`config.mk`:
```
export PLATFORM = sky130hd
export DESIGN_NAME = logic_result_buffer
export DESIGN_NICKNAME = d
export VERILOG_FILES = /design/src/rtl/logic_unit_pkg.sv /design/src/rtl/result_fifo.sv /design/src/rtl/logic_result_buffer.sv
export SDC_FILE = /design/constraint.sdc
export NUM_CORES = 1
export LEC_CHECK = 0
export BUFFER_PORTS_ARGS = -buffer_cell sky130_fd_sc_hd__buf_2
export CAP_MARGIN = 30
export CORE_MARGIN = 2
export CORE_UTILIZATION = 49
export CTS_CLUSTER_SIZE = 8
export DETAILED_ROUTE_END_ITERATION = 8
export MAX_ROUTING_LAYER = met4
export PLACE_DENSITY = 0.78
export RECOVER_POWER = 50
export SLEW_MARGIN = 20
export SYNTH_ARGS = -nofsm -noshare
export SYNTH_HDL_FRONTEND = slang
export SYNTH_SLANG_ARGS = --single-unit
```
`constraint.sdc`:
```
create_clock -name clk -period 1.5 [get_ports clk]
set_input_delay 0.225 -clock clk [delete_from_list [all_inputs] [get_ports clk]]
set_output_delay 0.225 -clock clk [all_outputs]
set_load 0.05 [all_outputs]
```
`src/rtl/logic_unit_pkg.sv`:
```
// logic_unit_pkg: shared widths, op encodings and buffer entry layout (p field only with LOGIC_PARITY_FLAG_EN)
package logic_unit_pkg;
    localparam int DATA_W = 16;
    localparam int REG_ADDR_W = 4;
    typedef enum logic [1:0] {
        OP_NOP = 2'b00,
        OP_OR  = 2'b01,
        OP_XOR = 2'b10,
        OP_AND = 2'b11
    } logicOp_e;
    typedef struct packed {
        logic [DATA_W-1:0]     result;
        logic [REG_ADDR_W-1:0] dest;
        logic                  z;
        logic                  n;
`ifdef LOGIC_PARITY_FLAG_EN
        logic                  p;
`endif
    } bufEntry_t;
endpackage

```
`src/rtl/result_fifo.sv`:
```
// result_fifo: generic DEPTH-entry FIFO; count is the only full/empty discriminator, flush clears to empty
module result_fifo #(
    parameter int WIDTH = 8,
    parameter int DEPTH = 2
) (
    input  logic                       clk,
    input  logic                       rst,
    input  logic                       flush,
    input  logic                       push,
    input  logic                       pop,
    input  logic [WIDTH-1:0]           wrData,
    output logic [WIDTH-1:0]           rdData,
    output logic [$clog2(DEPTH):0]     count,
    output logic                       full,
    output logic                       empty
);
    localparam int AW = $clog2(DEPTH);
    localparam int CW = AW + 1;
    logic [WIDTH-1:0] mem [DEPTH];
    logic [AW-1:0] wrPtr, rdPtr;
    logic doPush, doPop;
    assign full = count == CW'(DEPTH);
    assign empty = count == '0;
    assign doPush = push & ~full;
    assign doPop = pop & ~empty;
    assign rdData = mem[rdPtr];
    // storage, pointers and occupancy; flush wins over push/pop, pointers wrap naturally
    always_ff @(posedge clk or posedge rst) begin
        if (rst) begin
            wrPtr <= '0;
            rdPtr <= '0;
            count <= '0;
            for (int i = 0; i < DEPTH; i++) mem[i] <= '0;
        end else if (flush) begin
            wrPtr <= '0;
            rdPtr <= '0;
            count <= '0;
        end else begin
            if (doPush) begin
                mem[wrPtr] <= wrData;
                wrPtr <= wrPtr + AW'(1);
            end
            if (doPop) rdPtr <= rdPtr + AW'(1);
            count <= count + CW'(doPush) - CW'(doPop);
        end
    end
endmodule

```
`src/rtl/logic_result_buffer.sv`:
```
// logic_result_buffer: in-order buffer of logic unit results with retire-time Z/N flags (flag_p under LOGIC_PARITY_FLAG_EN)
module logic_result_buffer #(
    parameter int DATA_W = 16,
    parameter int DEPTH = 2,
    parameter int REG_ADDR_W = 4
) (
    input  logic                       clk,
    input  logic                       rst,
    input  logic                       flush,
    input  logic                       in_valid,
    output logic                       in_ready,
    input  logic [DATA_W-1:0]          in_result,
    input  logic [1:0]                 in_op,
    input  logic [REG_ADDR_W-1:0]      in_dest,
    output logic                       out_valid,
    input  logic                       out_ready,
    output logic [DATA_W-1:0]          out_result,
    output logic [REG_ADDR_W-1:0]      out_dest,
    output logic                       flag_z,
    output logic                       flag_n,
`ifdef LOGIC_PARITY_FLAG_EN
    output logic                       flag_p,
`endif
    output logic [$clog2(DEPTH):0]     count
);
    import logic_unit_pkg::*;
    bufEntry_t inEntry, headEntry;
    logic push, pop, full, empty, started;
    assign in_ready = started & ~full;
    assign out_valid = ~empty;
    assign push = in_valid & in_ready & ~flush & (in_op != OP_NOP);
    assign pop = out_valid & out_ready & ~flush;
    assign out_result = headEntry.result;
    assign out_dest = headEntry.dest;
    // pack the incoming result with its precomputed flags
    always_comb begin
        inEntry = '0;
        inEntry.result = in_result;
        inEntry.dest = in_dest;
        inEntry.z = in_result == '0;
        inEntry.n = in_result[DATA_W-1];
`ifdef LOGIC_PARITY_FLAG_EN
        inEntry.p = ^in_result;
`endif
    end
    result_fifo #(.WIDTH($bits(bufEntry_t)), .DEPTH(DEPTH)) fifo (
        .clk(clk),
        .rst(rst),
        .flush(flush),
        .push(push),
        .pop(pop),
        .wrData(inEntry),
        .rdData(headEntry),
        .count(count),
        .full(full),
        .empty(empty)
    );
    // hold in_ready low until the first edge after reset release
    always_ff @(posedge clk or posedge rst) begin
        if (rst) started <= 1'b0;
        else started <= 1'b1;
    end
    // flags take the retiring entry's stored values; flush leaves them untouched
    always_ff @(posedge clk or posedge rst) begin
        if (rst) begin
            flag_z <= 1'b0;
            flag_n <= 1'b0;
`ifdef LOGIC_PARITY_FLAG_EN
            flag_p <= 1'b0;
`endif
        end else if (pop) begin
            flag_z <= headEntry.z;
            flag_n <= headEntry.n;
`ifdef LOGIC_PARITY_FLAG_EN
            flag_p <= headEntry.p;
`endif
        end
    end
endmodule

```
==> results of run 1 <==
-- routing by layer --
| metal | routed length [µm] | global-route usage [%] | up-vias |
|---|---|---|---|
| li1 | - | - | 699 |
| met1 | 2290 | 23.1 | 758 |
| met2 | 2480 | 30.1 | 37 |
| met3 | 190 | 3.52 | 7 |
| met4 | 66 | 5.95 | 0 |
| met5 | 0 | - | - |
-- flip-flops by register name, indices dropped and copies added (netlist names) --
register / flops
fifo.count: 2
fifo.mem: 42
fifo.rdPtr: 1
fifo.wrPtr: 1
flag_n: 1
flag_z: 1
started: 1
-- final cells by class --
cell class	count	area share [%]
timing repair buffer	77	21.6
clock inverter	2	0.304
tap	67	2.55
multi-input combinational	93	35.3
clock buffer	6	2.21
sequential	49	37.4
inverter	5	0.647
-- through the flow --
stage          std cells  utilization (%)
6_report             299             69.2
5_1_grt              299             69.2
4_1_cts              291             64.9
3_5_place_dp         278             57.6
3_3_place_gp         278             57.6
2_1_floorplan        173                -
-- synthesized netlist by cell type --
library cell / count
sky130_fd_sc_hd__inv_1: 4
sky130_fd_sc_hd__or2_2: 1
sky130_fd_sc_hd__mux2_2: 42
sky130_fd_sc_hd__dfrtp_1: 49
sky130_fd_sc_hd__nor2b_4: 1
sky130_fd_sc_hd__nand2_4: 1
sky130_fd_sc_hd__o2111ai_4: 1
sky130_fd_sc_hd__buf_1: 1
sky130_fd_sc_hd__mux2_4: 19
sky130_fd_sc_hd__conb_1: 1
sky130_fd_sc_hd__buf_4: 22
sky130_fd_sc_hd__xnor2_1: 2
sky130_fd_sc_hd__nor2b_1: 1
sky130_fd_sc_hd__a21oi_1: 1
sky130_fd_sc_hd__ha_1: 2
sky130_fd_sc_hd__nand4_1: 1
sky130_fd_sc_hd__mux2i_1: 1
sky130_fd_sc_hd__xor2_1: 2
sky130_fd_sc_hd__o21ai_0: 4
sky130_fd_sc_hd__nor4_1: 4
sky130_fd_sc_hd__buf_2: 1
sky130_fd_sc_hd__inv_4: 1
sky130_fd_sc_hd__nor2_1: 6
sky130_fd_sc_hd__nand2b_2: 1
sky130_fd_sc_hd__buf_6: 2
sky130_fd_sc_hd__and2_1: 1
sky130_fd_sc_hd__o31ai_1: 1
-- worst paths after layout --
path	end	slack, ns
max	out_result[0]	-0.12
min	fifo.mem[5]$_DFFE_PP0P_	0.17
max reg2reg	fifo.mem[32]$_DFFE_PP0P_	-0.07
min reg2reg	fifo.mem[39]$_DFFE_PP0P_	0.51
max in group asynchronous	fifo.rdPtr$_DFFE_PP0P_	0.37
min in group asynchronous	fifo.count[0]$_DFF_PP0_	0.66
-- worst max-delay path: stages, from the launching register on --
cell                      delay [ns]
sky130_fd_sc_hd__dfrtp_2        0.42
sky130_fd_sc_hd__buf_4          0.18
sky130_fd_sc_hd__mux2_2         0.35
sky130_fd_sc_hd__buf_6          0.15
-- power breakdown --
group / switching [mW] / internal (mW)
Combinational: 1.15 / 1.03
Clock: 0.417 / 0.324
Sequential: 0.168 / 1.60
-- what timing repair did --
action                                  in CTS  in global routing
buffers inserted                             3                  7
gates cloned                                 1                  3
endpoints found under the hold margin       49                  0
pin swaps                                    1                  5
hold buffers                                 1                  0
endpoints found under the setup margin      43                 63
gates resized for setup                     63                 38
-- cell families (layout without fill, tap and decap cells) --
family | after synthesis | count (layout) | synth area share (%)
AO/OA/AOI/OAI | 7 | 7 | 2.41
XOR/XNOR | 4 | 4 | 1.44
adder cells (fa/ha/maj) | 2 | 2 | 1.02
buffers and inverters | 31 | 90 | 8.92
flip-flops | 49 | 49 | 50.2
multiplexers | 62 | 62 | 31.5
other | 1 | 1 | 0.154
AND/OR/NAND/NOR | 17 | 17 | 4.36
==> reports/results.md, run 1 <==
| Stage | Result | Reported |
| --- | --- | --- |
| floorplanning | Die boundary width | 74.6 µm |
| synth | Most area-hungry cell type in the Yosys netlist | sky130_fd_sc_hd__dfrtp_1 |
| final layout | Design Area, Final | 0.00329 mm² |
| timing | Clk_skew | 0.00803 ns |
| final layout | Net count reported at finish | 260 |
| global routing | Global-route congestion overflow total | 0 |
| floorplanning | Die area | 0.00556 mm² |
| synth | Mean instance size in the synthesized netlist | 14.1 µm² |
| routing | Final Routed Wirelength | 5030 µm |
| routing | Vias/cell | 5.02 |
| timing | Final TNS setup | -3.01 ns |
| place | HPWL after detailed placement | 3010 µm |
| routing | Final routed wire length divided by cell count | 16.8 µm |
| clock network | Clock insertion delay at the later pin of the skew report | 0.30 ns |
| timing | Setup WS post-layout | -0.121 ns |
| final layout | Area taken by flip-flops and latches | 0.00123 mm² |
| global routing | Wire length of the first global-routing pass | 7360 µm |
| synth | Syn nets | 202 |
| routing | Final antenna-violating net count | 0 |
| floorplanning | Starting utilization of the core area | 51.3% |
| floorplanning | Vertical extent of the die | 74.6 µm |
| global routing | Total Routing Usage GR | 18.4% |
| timing | Hold Worst Slack | 0.171 ns |
| routing | Detailed router's first-iteration violation count | 48 |
| synth | Area of the mapped netlist | 0.00244 mm² |
| setup path | Startpoint-to-endpoint class of the critical path | reg -> out |
| clock network | Clock root cell | sky130_fd_sc_hd__clkbuf_8 |
| hold path | Number of instances on the worst hold path | 2 |
| routing | Router iterations before antenna repair | 4 |
| setup path | Maximum fanout count along the critical path | 5 |
| synth | Largest cells by area after synthesis | sky130_fd_sc_hd__dfrtp_1, sky130_fd_sc_hd__mux2_2, sky130_fd_sc_hd__mux2_4 |
| final layout | Number of filler instances in the final layout | 352 |
| synth | Sequential-to-total area share from yosys stat | 50.2% |
| timing | Highest clock rate | 617 MHz |
| floorplanning | Core outline area | 0.00475 mm² |
| setup path | WP data required | 1.27 ns |
| routing | Vias after detailed routing | 1501 |
| power | Leakage | 1.62 nW |
| final layout | Share of post-route cells with drive strength above 1 | 69.0% |
| setup path | Kind of end point of the critical path | primary output |
| power | Power Total | 4.69 mW |
| synth | Area fraction of the dominant cell type after synthesis | 50.2% |
| timing | Finish-stage setup viols | 44 |
| setup path | Start of the worst register-to-register path | fifo.count[0]$_DFF_PP0_ |
| synth | Synthesized instance count | 173 |
| power | Cell Pwr Density | 1430 mW/mm² |
| status | Result of the run | complete, but fails checks |
| global routing | Maximum number of pins on one net before global-route repair | 50 |
| setup path | R2R depth | 5 |
| status | Failing checks | negative setup slack |
| clock network | Number of buffers created by CTS | 5 |
| timing | Final max-slew violation count | 0 |
| floorplanning | Cell Rows | 25 |
| final layout | Total area of multi-input combinational cells | 0.00116 mm² |
| hold path | Hold Startpoint | in_dest[3] |
| hold path | Path category of the worst min-delay check | in -> reg |
| final layout | Most common cell after layout, fill and taps aside | sky130_fd_sc_hd__mux2_4 |
| routing | Number of DRC violations after detailed routing | 0 |
| clock network | Htree depth | 2 |
| power | Worst vdd rail ir drop | 0.737 mV |
| place | Routability congestion estimate from global placement | 0.768 |
| timing | Worst-case headroom to the max-slew limit | 56.5% |
| final layout | Diodes inserted | 0 |
| clock network | Maximum clock insertion buffer count | 2 |
| clock network | Clock tree from TritonCTS | yes |
| synth | Number of flip-flops and latches in the synthesized netlist | 49 |
| timing | RSZ-0062 raised after global routing | true |
| timing | Tcrit/Tclk final | 108% |
| timing | Number of failing hold endpoints at the final stage | 0 |
| flow run | Number of max-cap violations | 0 |
| place | Post-place instance area | 0.00274 mm² |
| floorplanning | Number of primary I/O pins | 53 |
| timing | Worst-Margin Slew | 0.652 ns |
| clock network | Clk pin slew, worst setup/hold paths | 0.09 ns |
| final layout | Synth-to-layout area growth | 34.7% |
| synth | Yosys warns | 0 |
| setup path | Type of origin of the critical path | register |
| global routing | Initial antenna violation count | 0 |
| synth | Count of different cell masters after synthesis | 27 |
| place | Post-Place Setup Slack | -0.0153 ns |
| final layout | Commonest cells after routing, fill and taps aside | sky130_fd_sc_hd__mux2_4, sky130_fd_sc_hd__dfrtp_1, sky130_fd_sc_hd__buf_2 |
| setup path | Data arrival time of the worst path | 1.40 ns |
| timing | Fin crit period | 1.62 ns |
| place | Port buffer count | 52 |
| global routing | Number of global-route vias before repair | 1560 |
| clock network | Number of sinks handled by clock tree synthesis | 49 |
| setup path | Crit path from | fifo.rdPtr$_DFFE_PP0P_ |
No activity file was read; power rests on OpenSTA's default activity.
==> inputs of run 2 (changes only) <==
--- a/config.mk
+++ b/config.mk
@@ -5,6 +5,7 @@
 export SDC_FILE = /design/constraint.sdc
 export NUM_CORES = 1
 export LEC_CHECK = 0
+export ABC_AREA = 1
 export BUFFER_PORTS_ARGS = -buffer_cell sky130_fd_sc_hd__buf_2
 export CAP_MARGIN = 30
 export CORE_MARGIN = 2
@@ -12,7 +13,7 @@
 export CTS_CLUSTER_SIZE = 8
 export DETAILED_ROUTE_END_ITERATION = 8
 export MAX_ROUTING_LAYER = met4
-export PLACE_DENSITY = 0.78
+export PLACE_DENSITY = 0.77
 export RECOVER_POWER = 50
 export SLEW_MARGIN = 20
 export SYNTH_ARGS = -nofsm -noshare
==> run 2 against run 1 <==
  * The flow now finishes without violations
  * Core utilization down 6.1 points
  * Flip-flop and latch count unchanged
  * Clock skew shrank 0.0015 ns
  * Fmax up 9.6%
  * Combinational power shrank 19%
  * Wire length shrank 0.12%
  * Global-route usage rose by 1.2 points
  * Critical path type unchanged
  * Largest cell class unchanged
  * Largest power group unchanged
  * Highest routed layer unchanged
==> reports/results.md, run 2 <==
| Stage | Result | Reported | Change |
| --- | --- | --- | --- |
| synth | Synthesized instance count | 299 | was 173 |
| synth | Mean instance size in the synthesized netlist | 8.76 µm² | was 14.1 µm² |
| final layout | Final core area utilization | 63.0% | was 69.2% |
| final layout | Flip-flop count of the largest register after layout | 42 | unchanged |
| synth | Most used flip-flop cell after synthesis | sky130_fd_sc_hd__dfrtp_1 | unchanged |
| setup path | Type of origin of the critical path | register | unchanged |
| timing | Clk_skew | 0.00654 ns | was 0.00803 ns |
| global routing | Number of global-route vias before repair | 2029 | was 1560 |
| final layout | Share of post-route cells with drive strength above 1 | 51.9% | was 69.0% |
| power | Switching power total | 1.70 mW | was 1.74 mW |
| floorplanning | Die boundary width | 77.1 µm | was 74.6 µm |
| floorplanning | Die area | 0.00595 mm² | was 0.00556 mm² |
| power | Leakage | 1.65 nW | was 1.62 nW |
| setup path | Startpoint-to-endpoint class of the critical path | reg -> out | unchanged |
| floorplanning | Core outline area | 0.00514 mm² | was 0.00475 mm² |
| timing | Final max-slew violation count | 0 | unchanged |
| synth | Largest cells by area after synthesis | sky130_fd_sc_hd__dfrtp_1, sky130_fd_sc_hd__nand2_1, sky130_fd_sc_hd__o21ai_2 | was sky130_fd_sc_hd__dfrtp_1, sky130_fd_sc_hd__mux2_2, sky130_fd_sc_hd__mux2_4 |
| synth | Most frequent cells after synthesis | sky130_fd_sc_hd__nand2_1, sky130_fd_sc_hd__dfrtp_1, sky130_fd_sc_hd__o21ai_2, sky130_fd_sc_hd__inv_1, sky130_fd_sc_hd__buf_4 | was sky130_fd_sc_hd__dfrtp_1, sky130_fd_sc_hd__mux2_2, sky130_fd_sc_hd__buf_4, sky130_fd_sc_hd__mux2_4, sky130_fd_sc_hd__nor2_1 |
| timing | Worst-Margin Slew | 0.939 ns | was 0.652 ns |
| synth | Number of flip-flops and latches in the synthesized netlist | 49 | unchanged |
| clock network | Clock root cell | sky130_fd_sc_hd__clkbuf_8 | unchanged |
| power | Worst vdd rail ir drop | 0.589 mV | was 0.737 mV |
| clock network | Number of sinks handled by clock tree synthesis | 49 | unchanged |
| place | Port buffer count | 52 | unchanged |
| routing | Final routed wire length divided by cell count | 12.2 µm | was 16.8 µm |
| synth | Area of the mapped netlist | 0.00262 mm² | was 0.00244 mm² |
| place | Placed cells | 399 | was 278 |
| flow run | Number of max-cap violations | 0 | unchanged |
| global routing | Maximum number of pins on one net before global-route repair | 28 | was 50 |
| global routing | Wire length of the first global-routing pass | 9030 µm | was 7360 µm |
| final layout | Synth-to-layout area growth | 23.7% | was 34.7% |
| timing | RSZ-0062 raised after global routing | true | unchanged |
| power | Net switching fraction of the power | 39.3% | was 37.0% |
| power | Proportion of power drawn by combinational gates | 40.8% | was 46.5% |
| final layout | Commonest cells after routing, fill and taps aside | sky130_fd_sc_hd__nand2_1, sky130_fd_sc_hd__dfrtp_1, sky130_fd_sc_hd__nand2_2 | was sky130_fd_sc_hd__mux2_4, sky130_fd_sc_hd__dfrtp_1, sky130_fd_sc_hd__buf_2 |
| synth | Number of enable-type register cells in the synthesized netlist | 0 | unchanged |
| place | Routability congestion estimate from global placement | 0.736 | was 0.768 |
| clock network | Clk pin slew, worst setup/hold paths | 0.09 ns | about the same |
| final layout | Final cell count without fillers | 411 | was 299 |
| setup path | Kind of end point of the critical path | primary output | unchanged |
| clock network | Maximum clock insertion buffer count | 2 | unchanged |
| timing | Number of failing hold endpoints at the final stage | 0 | unchanged |
| clock network | Clock insertion delay at the later pin of the skew report | 0.30 ns | about the same |
| clock network | Number of buffers created by CTS | 5 | unchanged |
| synth | Count of different cell masters after synthesis | 24 | was 27 |
| global routing | Total Routing Usage GR | 19.6% | was 18.4% |
| global routing | Global-route congestion overflow total | 0 | unchanged |
| routing | Final Routed Wirelength | 5020 µm | was 5030 µm |
| power | Cell Pwr Density | 1340 mW/mm² | was 1430 mW/mm² |
| synth | Sequential-to-total area share from yosys stat | 46.8% | was 50.2% |
| place | HPWL after detailed placement | 3510 µm | was 3010 µm |
| place | Post-place instance area | 0.00292 mm² | was 0.00274 mm² |
| final layout | Net count reported at finish | 369 | was 260 |
| power | Reg power frac | 39.7% | was 37.7% |
| routing | Number of DRC violations after detailed routing | 0 | unchanged |
| setup path | WP data required | 1.27 ns | about the same |
| synth | Most common cell in the netlist | sky130_fd_sc_hd__nand2_1 | was sky130_fd_sc_hd__dfrtp_1 |
| floorplanning | Cell Rows | 26 | was 25 |
| synth | Most area-hungry cell type in the Yosys netlist | sky130_fd_sc_hd__dfrtp_1 | unchanged |
| global routing | Most congested layer reported by global routing | met2 | unchanged |
| routing | Detailed router's first-iteration violation count | 151 | was 48 |
| floorplanning | Vertical extent of the die | 77.1 µm | was 74.6 µm |
| final layout | Biggest registers after layout | fifo.mem (42), fifo.count (2) | unchanged |
| routing | Router iterations before antenna repair | 4 | unchanged |
| final layout | Design Area, Final | 0.00324 mm² | was 0.00329 mm² |
| final layout | Most common cell after layout, fill and taps aside | sky130_fd_sc_hd__nand2_1 | was sky130_fd_sc_hd__mux2_4 |
| final layout | Diodes inserted | 0 | unchanged |
| setup path | Data arrival time of the worst path | 1.25 ns | was 1.40 ns |
| setup path | Maximum fanout count along the critical path | 11 | was 5 |
| timing | Highest clock rate | 676 MHz | was 617 MHz |
| status | Result of the run | completed | was complete, but fails checks |
| floorplanning | Starting utilization of the core area | 50.9% | was 51.3% |
| synth | Async set-or-reset flop fraction in the synthesized netlist | 100% | unchanged |
| global routing | Global-route track usage on met1 | 24.6% | was 23.1% |
| timing | Tcrit/Tclk final | 98.7% | was 108% |
| routing | Vias/cell | 4.62 | was 5.02 |
| clock network | Clock tree from TritonCTS | yes | unchanged |
| timing | Fin crit period | 1.48 ns | was 1.62 ns |
| timing | Worst-case headroom to the max-slew limit | 37.4% | was 56.5% |
| global routing | Initial antenna violation count | 0 | unchanged |
| synth | Syn nets | 328 | was 202 |
| timing | Finish-stage setup viols | 0 | was 44 |
| synth | Area fraction of the dominant cell type after synthesis | 46.8% | was 50.2% |
| final layout | Largest register by flop count | fifo.mem | unchanged |
| synth | Yosys warns | 0 | unchanged |
| hold path | Path category of the worst min-delay check | in -> reg | unchanged |
| timing | Hold Worst Slack | 0.166 ns | was 0.171 ns |
| floorplanning | Number of primary I/O pins | 53 | unchanged |
| power | Cell internal pwr | 2.63 mW | was 2.95 mW |
| global routing | Global-route met3 utilization | 4.47% | was 3.52% |
| power | Clock group share of total power | 19.5% | was 15.8% |
| routing | Final antenna-violating net count | 0 | unchanged |
| clock network | Htree depth | 2 | unchanged |
| routing | Vias after detailed routing | 1899 | was 1501 |
| global routing | Met2 usage | 31.8% | was 30.1% |
## run 2: final cells by class
type	instances	area, µm²
fillers	463	1900
clock buffers	7	96.3
flip-flops and latches	49	1230
clock inverters	1	5.00
multi-input cells	189	1160
well taps	70	87.6
repair buffers	66	547
inverters	29	111
## run 2: logic make-up (layout without fill, tap and decap cells)
logic type	after synthesis	count (layout)	share of synthesized area, %
fa+ha+maj	2	2	0.955
flops	49	49	46.8
compound gates	49	49	15.7
simple gates	136	136	22.1
xor+xnor	1	1	0.335
other cells	1	1	0.143
buf+inv	61	103	13.9
## run 2: final timing paths
path / startpoint / endpoint / slack (ns) / depth (start not counted)
setup / recovery: fifo.rdPtr$_DFFE_PP0P_ / out_result[6] / 0.02 / 5
hold / removal: flush / fifo.count[0]$_DFF_PP0_ / 0.17 / 2
setup reg to reg: fifo.count[0]$_DFF_PP0_ / fifo.count[1]$_DFF_PP0_ / 0.08 / 10
hold reg to reg: fifo.mem[17]$_DFFE_PP0P_ / fifo.mem[17]$_DFFE_PP0P_ / 0.49 / 2
max in group asynchronous: rst / fifo.count[1]$_DFF_PP0_ / 0.16 / 4
min in group asynchronous: rst / fifo.mem[11]$_DFFE_PP0P_ / 0.68 / 3
## run 2: power by group through the flow
| stage | clock network, mW | registers, mW | logic, mW |
|---|---|---|---|
| detailed placement | 0 | 1.75 | 1.51 |
| floorplan | 0 | 1.81 | 1.31 |
| CTS | 0.869 | 1.72 | 1.71 |
| global placement | 0 | 1.74 | 1.49 |
| finish | 0.846 | 1.72 | 1.77 |
| global route | 0.933 | 1.76 | 1.90 |
## run 2: per-layer routing
metal  vias up  part of all wire [%]
met3         4                   3.4
met4         0                  0.58
met2        32                    52
li1        989                     -
met1       874                    44
met5         -                     0
## run 2: worst max-delay path, stage by stage, from the launching register on
cell                      delay [ns]
sky130_fd_sc_hd__dfrtp_1        0.41
sky130_fd_sc_hd__inv_2          0.10
sky130_fd_sc_hd__buf_8          0.14
sky130_fd_sc_hd__nand2_1        0.05
sky130_fd_sc_hd__nand2_1        0.09
sky130_fd_sc_hd__buf_6          0.17
## run 2: what timing repair did
action	in CTS	in global routing
endpoints found under the setup margin	22	23
endpoints found under the hold margin	22	0
gates resized for setup	41	19
buffers inserted	1	2
hold buffers	1	0
pin swaps	0	1
## run 2: per-stage QoR
step	TNS (ns)	setup WS, ns	total power, mW
5_1_grt	-1.58	-0.0679	4.59
3_3_place_gp	0	0.0694	3.22
6_report	0	0.0201	4.34
4_1_cts	0	0.00565	4.30
3_5_place_dp	0	0.0159	3.26
2_1_floorplan	-6.80	-0.234	3.12
==> inputs of run 3 (changes only) <==
--- a/config.mk
+++ b/config.mk
@@ -15,6 +15,7 @@
 export MAX_ROUTING_LAYER = met4
 export PLACE_DENSITY = 0.77
 export RECOVER_POWER = 50
+export SETUP_SLACK_MARGIN = 0.1
 export SLEW_MARGIN = 20
 export SYNTH_ARGS = -nofsm -noshare
 export SYNTH_HDL_FRONTEND = slang
==> run 3 against run 2 <==
  * The run now ends with negative setup slack left
  * Final cell count increased by 1.2%
  * Worst hold slack lost 0.011 ns
  * Combinational power up 8%
  * Total power rose by 4.1%
  * Sequential power hardly changed
  * Setup slack worse by 0.040 ns
  * Non-clock buffer count grew 5
  * Largest cell class is now multi-input combinational cells
  * First-iteration DRC count decreased by 21%
  * Core utilization is 3.2 points higher
  * Flip-flop and latch count unchanged
==> reports/results.md, run 3 (synthesized netlist as in run 2, its figures left out) <==
| Stage | Result | Reported | Change |
| --- | --- | --- | --- |
| status | Result of the run | complete, but fails checks | was completed |
| status | Failing checks | negative setup slack |  |
| hold path | Path category of the worst min-delay check | in -> reg | unchanged |
| routing | Final Routed Wirelength | 5310 µm | was 5020 µm |
| timing | Number of failing hold endpoints at the final stage | 0 | unchanged |
| setup path | Count of buffer and inverter cells on the critical path | 3 | unchanged |
| floorplanning | Number of primary I/O pins | 53 | unchanged |
| setup path | Startpoint-to-endpoint class of the critical path | reg -> out | unchanged |
| setup path | Crit-path max cell delay | 0.41 ns | about the same |
| routing | Vias/cell | 4.65 | was 4.62 |
| power | Worst vdd rail ir drop | 0.601 mV | was 0.589 mV |
| final layout | Biggest registers after layout | fifo.mem (42), fifo.count (2) | unchanged |
| final layout | Design Area, Final | 0.00340 mm² | was 0.00324 mm² |
| place | Port buffer count | 52 | unchanged |
| clock network | Clock insertion delay at the later pin of the skew report | 0.30 ns | about the same |
| place | Post-place instance area | 0.00292 mm² | unchanged |
| clock network | Number of sinks handled by clock tree synthesis | 49 | unchanged |
| floorplanning | Die boundary width | 77.1 µm | unchanged |
| timing | Final max-slew violation count | 0 | unchanged |
| timing | Tcrit/Tclk final | 101% | was 98.7% |
| setup path | Type of origin of the critical path | register | unchanged |
| routing | Vias after detailed routing | 1935 | was 1899 |
| routing | Number of DRC violations after detailed routing | 0 | unchanged |
| clock network | Htree depth | 2 | unchanged |
| global routing | Initial antenna violation count | 0 | unchanged |
| final layout | Net count reported at finish | 374 | was 369 |
| floorplanning | Core outline area | 0.00514 mm² | unchanged |
| clock network | Number of buffers created by CTS | 5 | unchanged |
| setup path | Levels on crit path | 5 | unchanged |
| hold path | Capture endpoint of the worst hold path | fifo.count[0]$_DFF_PP0_ | unchanged |
| final layout | Diodes inserted | 0 | unchanged |
| timing | Final TNS setup | -0.0699 ns | was 0 ns |
| global routing | Global-route congestion overflow total | 0 | unchanged |
| setup path | Start of the worst register-to-register path | fifo.count[0]$_DFF_PP0_ | unchanged |
| floorplanning | Vertical extent of the die | 77.1 µm | unchanged |
| place | Post-Place Setup Slack | 0.0159 ns | unchanged |
| timing | Fin crit period | 1.52 ns | was 1.48 ns |
| routing | Router iterations before antenna repair | 4 | unchanged |
| timing | Clk_skew | 0.00586 ns | was 0.00654 ns |
| final layout | Most common cell after layout, fill and taps aside | sky130_fd_sc_hd__nand2_2 | was sky130_fd_sc_hd__nand2_1 |
| clock network | Clock tree from TritonCTS | yes | unchanged |
| timing | Worst-Margin Slew | 0.927 ns | was 0.939 ns |
| setup path | WP data required | 1.27 ns | about the same |
| clock network | Clock root cell | sky130_fd_sc_hd__clkbuf_8 | unchanged |
| setup path | Cell family with most CP delay | buffers and inverters | unchanged |
| setup path | Slowest cell on crit path | sky130_fd_sc_hd__dfrtp_1 | unchanged |
| hold path | Hold Startpoint | flush | unchanged |
| timing | Finish-stage setup viols | 7 | was 0 |
| floorplanning | Starting utilization of the core area | 50.9% | unchanged |
| final layout | Number of filler instances in the final layout | 440 | was 463 |
| routing | Final antenna-violating net count | 0 | unchanged |
| flow run | Number of max-cap violations | 0 | unchanged |
| setup path | Data arrival time of the worst path | 1.29 ns | was 1.25 ns |
| routing | Detailed router's first-iteration violation count | 120 | was 151 |
| power | Power Total | 4.51 mW | was 4.34 mW |
| setup path | Reg-to-reg slack, setup | 0.05 ns | was 0.08 ns |
| timing | RSZ-0062 raised after global routing | true | unchanged |
| clock network | Clk pin slew, worst setup/hold paths | 0.09 ns | about the same |
| timing | Hold Worst Slack | 0.155 ns | was 0.166 ns |
| global routing | Total Routing Usage GR | 20.5% | was 19.6% |
| final layout | Commonest cells after routing, fill and taps aside | sky130_fd_sc_hd__nand2_2, sky130_fd_sc_hd__dfrtp_1, sky130_fd_sc_hd__nand2_1 | was sky130_fd_sc_hd__nand2_1, sky130_fd_sc_hd__dfrtp_1, sky130_fd_sc_hd__nand2_2 |
| global routing | Wire length of the first global-routing pass | 9450 µm | was 9030 µm |
| final layout | Largest register by flop count | fifo.mem | unchanged |
| global routing | Number of global-route vias before repair | 2063 | was 2029 |
| final layout | Synth-to-layout area growth | 30.0% | was 23.7% |
| global routing | Maximum number of pins on one net before global-route repair | 28 | unchanged |
| setup path | Worst r2r dst | fifo.count[1]$_DFF_PP0_ | unchanged |
| power | Leakage | 1.70 nW | was 1.65 nW |
| timing | Highest clock rate | 658 MHz | was 676 MHz |
| floorplanning | Cell Rows | 26 | unchanged |
| routing | Final routed wire length divided by cell count | 12.8 µm | was 12.2 µm |
| place | Placed cells | 399 | unchanged |
| final layout | Share of post-route cells with drive strength above 1 | 60.1% | was 51.9% |
| power | Cell Pwr Density | 1330 mW/mm² | was 1340 mW/mm² |
| final layout | Flip-flop count of the largest register after layout | 42 | unchanged |
| setup path | R2R depth | 10 | unchanged |
| place | Routability congestion estimate from global placement | 0.736 | unchanged |
| timing | Setup WS post-layout | -0.0195 ns | was 0.0201 ns |
| setup path | Kind of end point of the critical path | primary output | unchanged |
| final layout | Final core area utilization | 66.2% | was 63.0% |
| hold path | Number of instances on the worst hold path | 2 | unchanged |
| timing | Worst-case headroom to the max-slew limit | 38.1% | was 37.4% |
| setup path | Critical path cell sequence | inv_2 -> buf_6 -> nand2_1 -> nand2_2 -> buf_8 | was inv_2 -> buf_8 -> nand2_1 -> nand2_1 -> buf_6 |
| floorplanning | Die area | 0.00595 mm² | unchanged |
| place | HPWL after detailed placement | 3510 µm | unchanged |
| clock network | Maximum clock insertion buffer count | 2 | unchanged |
| setup path | Maximum fanout count along the critical path | 6 | was 11 |
| final layout | Final cell count without fillers | 416 | was 411 |
run 3: final cells by class:
| class | count | area [µm²] | area share, % |
|---|---|---|---|
| Timing Repair Buffer | 71 | 639 | 18.8 |
| Clock buffer | 7 | 96.3 | 2.83 |
| Clock inverter | 1 | 5.00 | 0.147 |
| Tap cell | 70 | 87.6 | 2.57 |
| Multi-Input combinational cell | 189 | 1240 | 36.3 |
| Inverter | 29 | 111 | 3.27 |
| Sequential cell | 49 | 1230 | 36.1 |
run 3: report_power, final:
group / switching [mW] / internal (mW) / total, mW
clock network: 0.439 / 0.417 / 0.856
registers: 0.173 / 1.56 / 1.74
logic: 1.16 / 0.761 / 1.92
total: 1.77 / 2.74 / 4.51
run 3: worst max-delay path by stage:
| stage | start | to | slack (ns) |
|---|---|---|---|
| 2_1_floorplan | fifo.count[1]$_DFF_PP0_ | fifo.count[1]$_DFF_PP0_ | -0.23 |
| 3_3_place_gp | fifo.count[1]$_DFF_PP0_ | fifo.count[1]$_DFF_PP0_ | 0.07 |
| 3_5_place_dp | fifo.count[1]$_DFF_PP0_ | fifo.count[1]$_DFF_PP0_ | 0.02 |
| 4_1_cts | fifo.rdPtr$_DFFE_PP0P_ | out_result[15] | -0.01 |
| 5_1_grt | fifo.rdPtr$_DFFE_PP0P_ | out_result[15] | -0.09 |
| 6_report | fifo.rdPtr$_DFFE_PP0P_ | out_result[15] | -0.02 |
run 3: metal layers:
layer	global-route usage, %	share of wire (%)	vias to the layer above
li1	-	-	996
met1	25.8	43	895
met2	33.4	53	40
met3	4.59	3.3	4
met4	5.89	0.62	0
met5	-	0	-
run 3: repair_timing:
item / CTS / global route
resized for setup: 66 / 38
buffers inserted: 3 / 3
pin swaps: 3 / 14
hold buffers: 1 / 0
endpoints found under the hold margin: 22 / 0
gates cloned: 2 / 0
endpoints found under the setup margin: 24 / 39
